**src/rtl/ls_unit.sv**
```systemverilog
// ls_unit: load/store unit with IDLE/ACCESS/DONE handshake to data memory.
// Ports: req_* decoded request, stall/done/rdata/err to core, dmem_* memory side, dhit completion.
module ls_unit #(
  parameter int XLEN    = 32,
  parameter int TIMEOUT = 16
) (
  input  logic            clk,
  input  logic            nrst,
  input  logic            req_valid,
  input  logic            req_wen,
  input  logic [1:0]      req_width,
  input  logic            req_unsigned,
  input  logic [XLEN-1:0] req_addr,
  input  logic [XLEN-1:0] req_wdata,
  output logic            stall,
  output logic            done,
  output logic [XLEN-1:0] rdata,
  output logic            err,
  output logic            dmem_ren,
  output logic            dmem_wen,
  output logic [XLEN-1:0] dmem_addr,
  output logic [XLEN-1:0] dmem_store,
  output logic [1:0]      dmem_width,
  input  logic [XLEN-1:0] dmem_load,
  input  logic            dhit
);

  localparam int CW = (TIMEOUT > 0) ? $clog2(TIMEOUT + 1) : 1;

  typedef enum logic [1:0] {
    IDLE,
    ACCESS,
    DONE
  } state_t;

  state_t          state;
  logic [XLEN-1:0] addr_q;
  logic [XLEN-1:0] wdata_q;
  logic [1:0]      width_q;
  logic            wen_q;
  logic            uns_q;
  logic [CW-1:0]   cnt;

  logic            legal;
  logic            tmo;
  logic [6:0]      sh;
  logic [XLEN-1:0] lsh;
  logic signed [XLEN-1:0] slsh;
  logic [XLEN-1:0] zx;
  logic [XLEN-1:0] sx;
  logic [XLEN-1:0] ext;

  always_comb begin
    legal = 1'b0;
    unique case (req_width)
      2'b00: legal = 1'b1;
      2'b01: legal = ~req_addr[0];
      2'b10: legal = (req_addr[1:0] == 2'b00);
      2'b11: legal = (XLEN == 64) && (req_addr[2:0] == 3'b000);
      default: legal = 1'b0;
    endcase
  end

  assign tmo = (TIMEOUT != 0) && (cnt == CW'(TIMEOUT - 1));

  // Extension by shifting the field to the top, then back down
  // logically (zero) or arithmetically (sign).
  always_comb begin
    sh = 7'd0;
    unique case (width_q)
      2'b00: sh = 7'(XLEN - 8);
      2'b01: sh = 7'(XLEN - 16);
      2'b10: sh = 7'(XLEN - 32);
      default: sh = 7'd0;
    endcase
  end

  assign lsh  = dmem_load << sh;
  assign slsh = lsh;
  assign zx   = lsh >> sh;
  assign sx   = slsh >>> sh;
  assign ext  = uns_q ? zx : sx;

  always_ff @(posedge clk or negedge nrst) begin
    if (!nrst) begin
      state   <= IDLE;
      addr_q  <= '0;
      wdata_q <= '0;
      width_q <= 2'b00;
      wen_q   <= 1'b0;
      uns_q   <= 1'b0;
      cnt     <= '0;
      rdata   <= '0;
      err     <= 1'b0;
    end else begin
      unique case (state)
        IDLE: begin
          if (req_valid) begin
            if (legal) begin
              addr_q  <= req_addr;
              wdata_q <= req_wdata;
              width_q <= req_width;
              wen_q   <= req_wen;
              uns_q   <= req_unsigned;
              cnt     <= '0;
              state   <= ACCESS;
            end else begin
              err   <= 1'b1;
              rdata <= '0;
              state <= DONE;
            end
          end
        end
        ACCESS: begin
          // dhit takes priority over an expiring timeout
          if (dhit) begin
            err   <= 1'b0;
            rdata <= wen_q ? '0 : ext;
            state <= DONE;
          end else if (tmo) begin
            err   <= 1'b1;
            rdata <= '0;
            state <= DONE;
          end else begin
            cnt <= cnt + CW'(1);
          end
        end
        DONE: state <= IDLE;
        default: state <= IDLE;
      endcase
    end
  end

  assign done       = (state == DONE);
  assign dmem_ren   = (state == ACCESS) & ~wen_q;
  assign dmem_wen   = (state == ACCESS) & wen_q;
  assign dmem_addr  = addr_q;
  assign dmem_store = wdata_q;
  assign dmem_width = width_q;
  assign stall      = nrst & (((state == IDLE) & req_valid) | (state == ACCESS));

endmodule

```
**config.mk**
```make
export PLATFORM = sky130hd
export DESIGN_NAME = ls_unit
export DESIGN_NICKNAME = d
export VERILOG_FILES = /design/src/rtl/ls_unit.sv
export SDC_FILE = /design/constraint.sdc
export NUM_CORES = 1
export LEC_CHECK = 0
export CAP_MARGIN = 20
export CELL_PAD_IN_SITES_DETAIL_PLACEMENT = 2
export CELL_PAD_IN_SITES_GLOBAL_PLACEMENT = 2
export CORE_UTILIZATION = 23
export DETAILED_ROUTE_END_ITERATION = 16
export MAX_ROUTING_LAYER = met4
export PLACE_DENSITY_LB_ADDON = 0.1
export SLEW_MARGIN = 40
export SYNTH_ARGS = -nofsm -noshare
export SYNTH_HDL_FRONTEND = slang
export SYNTH_SLANG_ARGS = --single-unit
export TNS_END_PERCENT = 5
```
**constraint.sdc**
```tcl
create_clock -name clk -period 1.8 [get_ports clk]
set_input_delay 0.54 -clock clk [delete_from_list [all_inputs] [get_ports clk]]
set_output_delay 0.54 -clock clk [all_outputs]
set_load 0.1 [all_outputs]
```
; ---- After elaboration in Yosys (flattened, before gate mapping)
; Index checks and enable logic that the tools add are counted.
[classes]
eq_ne = 13
n_bitwise = 7
addsub = 1
n_reduce_logical = 9
shifts = 3
n_mux = 24
[ops]
columns = op, n
row1 = $mux W32, 6
row2 = $pmux W32 S2, 1
row3 = $shl A32 B7 Y32, 1
row4 = $shr A32 B7 Y32, 1
row5 = $sshr A32 B7 Y32, 1
row6 = $mux W5, 4
row7 = $pmux W5 S2, 2
row8 = $ne A2 B2 Y1 const B, 5
row9 = $logic_not A2 Y1, 4
row10 = $mux W2, 4
row11 = $eq A2 B1 Y1 const B, 3
row12 = $eq A2 B2 Y1 const B, 3
row13 = $add A5 B1 Y5 const B, 1
row14 = $eq A5 B4 Y1 const B, 1
row15 = $reduce_and A5 Y1, 1
row16 = $and A1 B1 Y1, 4
row17 = $mux W1, 4
row18 = $pmux W1 S4, 1
row19 = $pmux W2 S2, 1
row20 = $reduce_and A4 Y1, 1
row21 = $ne A3 B3 Y1 const B, 1
row22 = $reduce_and A3 Y1, 1
row23 = $not A1 Y1, 2
row24 = $pmux W1 S2, 1
row25 = 3 further kinds, 3
[totals]
output_inout_bits = 103
inputBits = 104
word_cells = 66
reg_bits = 108

; ---- Depth between registers and ports, before layout
[depth]
ltp_word = 8
depth_mapped = 7
depth_no_buf = 6

; ---- Least setup slack after synthesis
; No wires, ideal clock.
[synth_timing]
kind = register to output
start = register state[0]
end = output dmem_ren
path_stages_with_launch = 3
required_time_ps = 1260
t_arrival_ps = 2753
path_buffers = 1
setup_slack_ps = -1493
path_cell_list = dfrtp_1 buf_2 nor3b_1
[synth_between]
elab_chain_cells = 2
[synth_rtl]
columns = element, line_no
row1 = "start, declared", 36  ; state_t state;
row2 = "start signal, assigned", 86  ; state <= IDLE;
row3 = "start signal, assigned", 106  ; state <= ACCESS;
row4 = "start signal, assigned", 110  ; state <= DONE;
row5 = $eq A2 B1 Y1, 135  ; assign dmem_ren = (state == ACCESS) & ~wen_q;
row6 = $and A1 B1 Y1, 135
row7 = "end, declared", 19  ; output logic dmem_ren,
; Every way passes these cells.

; ---- Worst setup path in the final report
[layout_timing]
start = register cnt[1]
end = register cnt[3]
[layout_between]
elab_chain_cells = 4
elab_cells_between_ends = 7
classes_between = add/sub (1) / eq/ne (2) / mux (3) / reduce/logical (1)
[layout_rtl]
columns = element, line_no
row1 = "start, declared", 42  ; logic [CW-1:0] cnt;
row2 = "start signal, assigned", 125  ; cnt <= cnt + CW'(1);
row3 = $add A5 B1 Y5, 125
row4 = $mux W5, 120  ; end else if (tmo) begin
row5 = $mux W5, 116  ; if (dhit) begin
row6 = $pmux W5 S2, 96  ; unique case (state)
; Parallel ways exist; a longest one is shown, timed or not. The select of a mux whose other input is x is not followed.
; A chain may end at the register's enable or synchronous reset.

==> summary.md <==
| Metric | Value |
|---|---|
| Post-synth top area cell | dfrtp_1 |
| Die width | 146 um |
| Cell count after synthesis | 389 |
| Buf/Inv on CP | 0 |
| Worst hold slack | 0.252 ns |
| Setup crit start | cnt[1] |
| Row cnt | 52 |
| Placed cell area | 8470 um2 |
| Main synth FF type | dfrtp_1 |
| Layout area overhead | 88.0% |
| CTS Buffer Depth | 2 |
| Worst-skew pair later-pin latency | 0.36 ns |
| Netlist cell types | 40 |
| CTS clock-pin slew for the worst setup and hold paths | 0.08 ns |
| Via count | 4159 |
| Routed wire length | 17800 um |
| Number of remaining DRC errors | 0 |
| WP data arrival | 2.19 ns |
| RSZ-0062 raised after global routing | yes |
| Min-Delay Path Class | in2async |
| Die Y | 146 um |
| Design Area, Final | 8970 um2 |
| TritonCTS clock tree | built |
| Number of I/O port buffers | 206 |
| Hpwl dp | 12800 um |
| Inserted Clock Buffers | 9 |
| Startpoint Class | flip-flop |
| CTS HTree Levels | 3 |
| Fraction of registers with async set/reset | 100% |
| Syn_area_per_cell | 12.3 um2 |
| CP Class | reg2reg |
| Number of global-route vias before repair | 4848 |
| CP max FO | 3 |
| Most numerous cell in the Yosys netlist | dfrtp_1 |
| CP top delay family | simple AND/OR/NAND/NOR gates |
| DR WL/cell | 20.0 um |
| Initial drt markers | 92 |
| IO Count | 207 |
| Synthesized net count | 495 |
| Worst-margin pin slew | 0.653 ns |
| Initial Util | 23.5% |
| Final-report hold violation count | 0 |
| R2R setup slack | -0.11 ns |
| Critical path depth | 6 |
| Worst R2R Start | cnt[1] |
| Critical Path End | cnt[3] |
| Total track usage | 17.6% |
| Slew headroom | 56.4% |
| Worst Skew | 0.00928 ns |
| Largest net degree at the start of global routing | 109 |
| PnR worst setup slack | -0.114 ns |
| # nets final | 722 |
| Worst path cell trace | ha_2 -> and3_4 -> ha_4 -> or4b_4 -> or3_1 -> o211ai_1 |
| CP peak stage delay | 0.48 ns |
| Synth top area share | 56.6% |
| Failing checks | setup timing |
| GRT overflow | 0 |
| F_max | 0.522 GHz |
| Setup violations, final | 24 |
| Worst R2R End | cnt[3] |
| Max_cap viols | 0 |
| Minimum clock period | 1.91 ns |
| Synth area leaders | dfrtp_1 (57%), mux2_2 (11%), o21ai_0 (4.2%) |
| R2R cell count | 6 |
| Post-route ant nets | 0 |
| Critical Path RT | 2.07 ns |
| Core Region | 20300 um2 |
| Mapped Area | 4770 um2 |
| 1st-pass router iterations | 4 |
| Share of layout cells above drive strength 1 | 39.1% |
| Post-synth EDFFs | 0 |
| CP max-delay cell | or4b_4 |
| Clk sink count | 108 |
| Sequential share of the synthesized area | 56.6% |
| Final period util | 106% |
| Die area | 21300 um2 |
| DR vias/cell | 4.66 |
| Initial antenna violation count | 2 |
| Top cells by count, synth | dfrtp_1 (108), mux2_2 (48), o21ai_0 (40) |
| First-pass GRT wire length | 28100 um |
| Placer Congestion | 0.743 |
| Yosys warning count | 0 |
| Root Driver | clkbuf_16 |
| Run status | finished with violations |
| FF+latch count, synth | 108 |
| Slew Limit Fails | 0 |
| CP Capture Type | flip-flop |
[how the worst min path moves through the flow]
stage / slack, ns / to / from / cells past startpoint
3_3_place_gp: 0.50 / cnt[4] / cnt[4] / 2
4_1_cts: 0.29 / rdata[3] / nrst / 2
6_report: 0.25 / rdata[3] / nrst / 2
5_1_grt: 0.31 / rdata[3] / nrst / 2
3_5_place_dp: 0.53 / cnt[4] / cnt[4] / 2
2_1_floorplan: 0.24 / cnt[0] / nrst / 0
[cell usage in the layout, fill, tap and decap left out, types with 2 or more instances in the layout]
cell             count
nor3b_4              2
mux2_1              10
clkbuf_16           11
o221ai_1            13
nand3_1             18
buf_4               28
mux2_2              44
dfrtp_2              3
dlygate4sd2_1        3
o21bai_1             2
o211ai_1            20
nor2_1               2
nor4b_1              2
inv_1                6
a21oi_1             14
o311ai_0             2
nor2b_1              3
buf_12             110
o21ai_1             29
inv_8                2
o21ai_0              9
dfrtp_1            105
mux2_4              15
nand2_1             24
clkdlybuf4s50_1     98
o221ai_2             2
nor2_2               2
o21a_1               6
buf_6                3
diode_2              2
o21ai_4              2
[cell type report]
cell class | instances | area, um2
timing repair buffer | 245 | 3520
sequential | 108 | 2710
fill | 1975 | 11300
clock buffer | 11 | 243
antenna | 2 | 5.00
tap | 270 | 338
inverter | 6 | 22.5
multi-input combinational | 246 | 2080
clock inverter | 5 | 68.8
[sequential cells by signal, indices dropped and copies added (netlist names)]
signal / cells
cnt: 5
dmem_addr: 32
dmem_store: 32
dmem_width: 2
err: 1
rdata: 32
state: 2
uns_q: 1
wen_q: 1
[logic make-up (layout without fill, tap and decap cells)]
family / Yosys count / after routing / share of synthesized area (%)
compound gates: 109 / 109 / 14.9
flops: 108 / 108 / 56.6
mux: 70 / 70 / 17.4
simple gates: 65 / 65 / 7.18
buf+inv: 35 / 267 / 3.46
fa+ha+maj: 2 / 2 / 0.524
other cells: 0 / 2 / 0
[layer usage]
layer,track usage (%),part of all wire [%],vias up
met4,4.95,1.5,0
met1,19.8,40,2118
met2,29.7,51,139
met3,6.09,7.6,15
li1,-,-,1887
met5,-,0,-
[stage by stage]
stage,cells,worst slack (ns),setup TNS (ns),util (%)
2_1_floorplan,389,-0.0907,-0.776,-
3_3_place_gp,868,-0.523,-38.46,41.7
3_5_place_dp,868,-0.708,-43.11,41.7
4_1_cts,886,-0.143,-0.507,43.6
5_1_grt,893,-0.172,-4.27,44.2
6_report,893,-0.114,-0.774,44.2
[timing repair]
action	4_1_cts	5_1_grt
cloned	0	2
hold buffers	0	0
pin swaps	7	18
endpoints found under the hold margin	0	0
endpoints found under the setup margin	85	86
resized for setup	24	32
buffers inserted	2	3
Power is not shown: default switching activity piles up to over one toggle a cycle in this logic, so the estimate is an artifact.
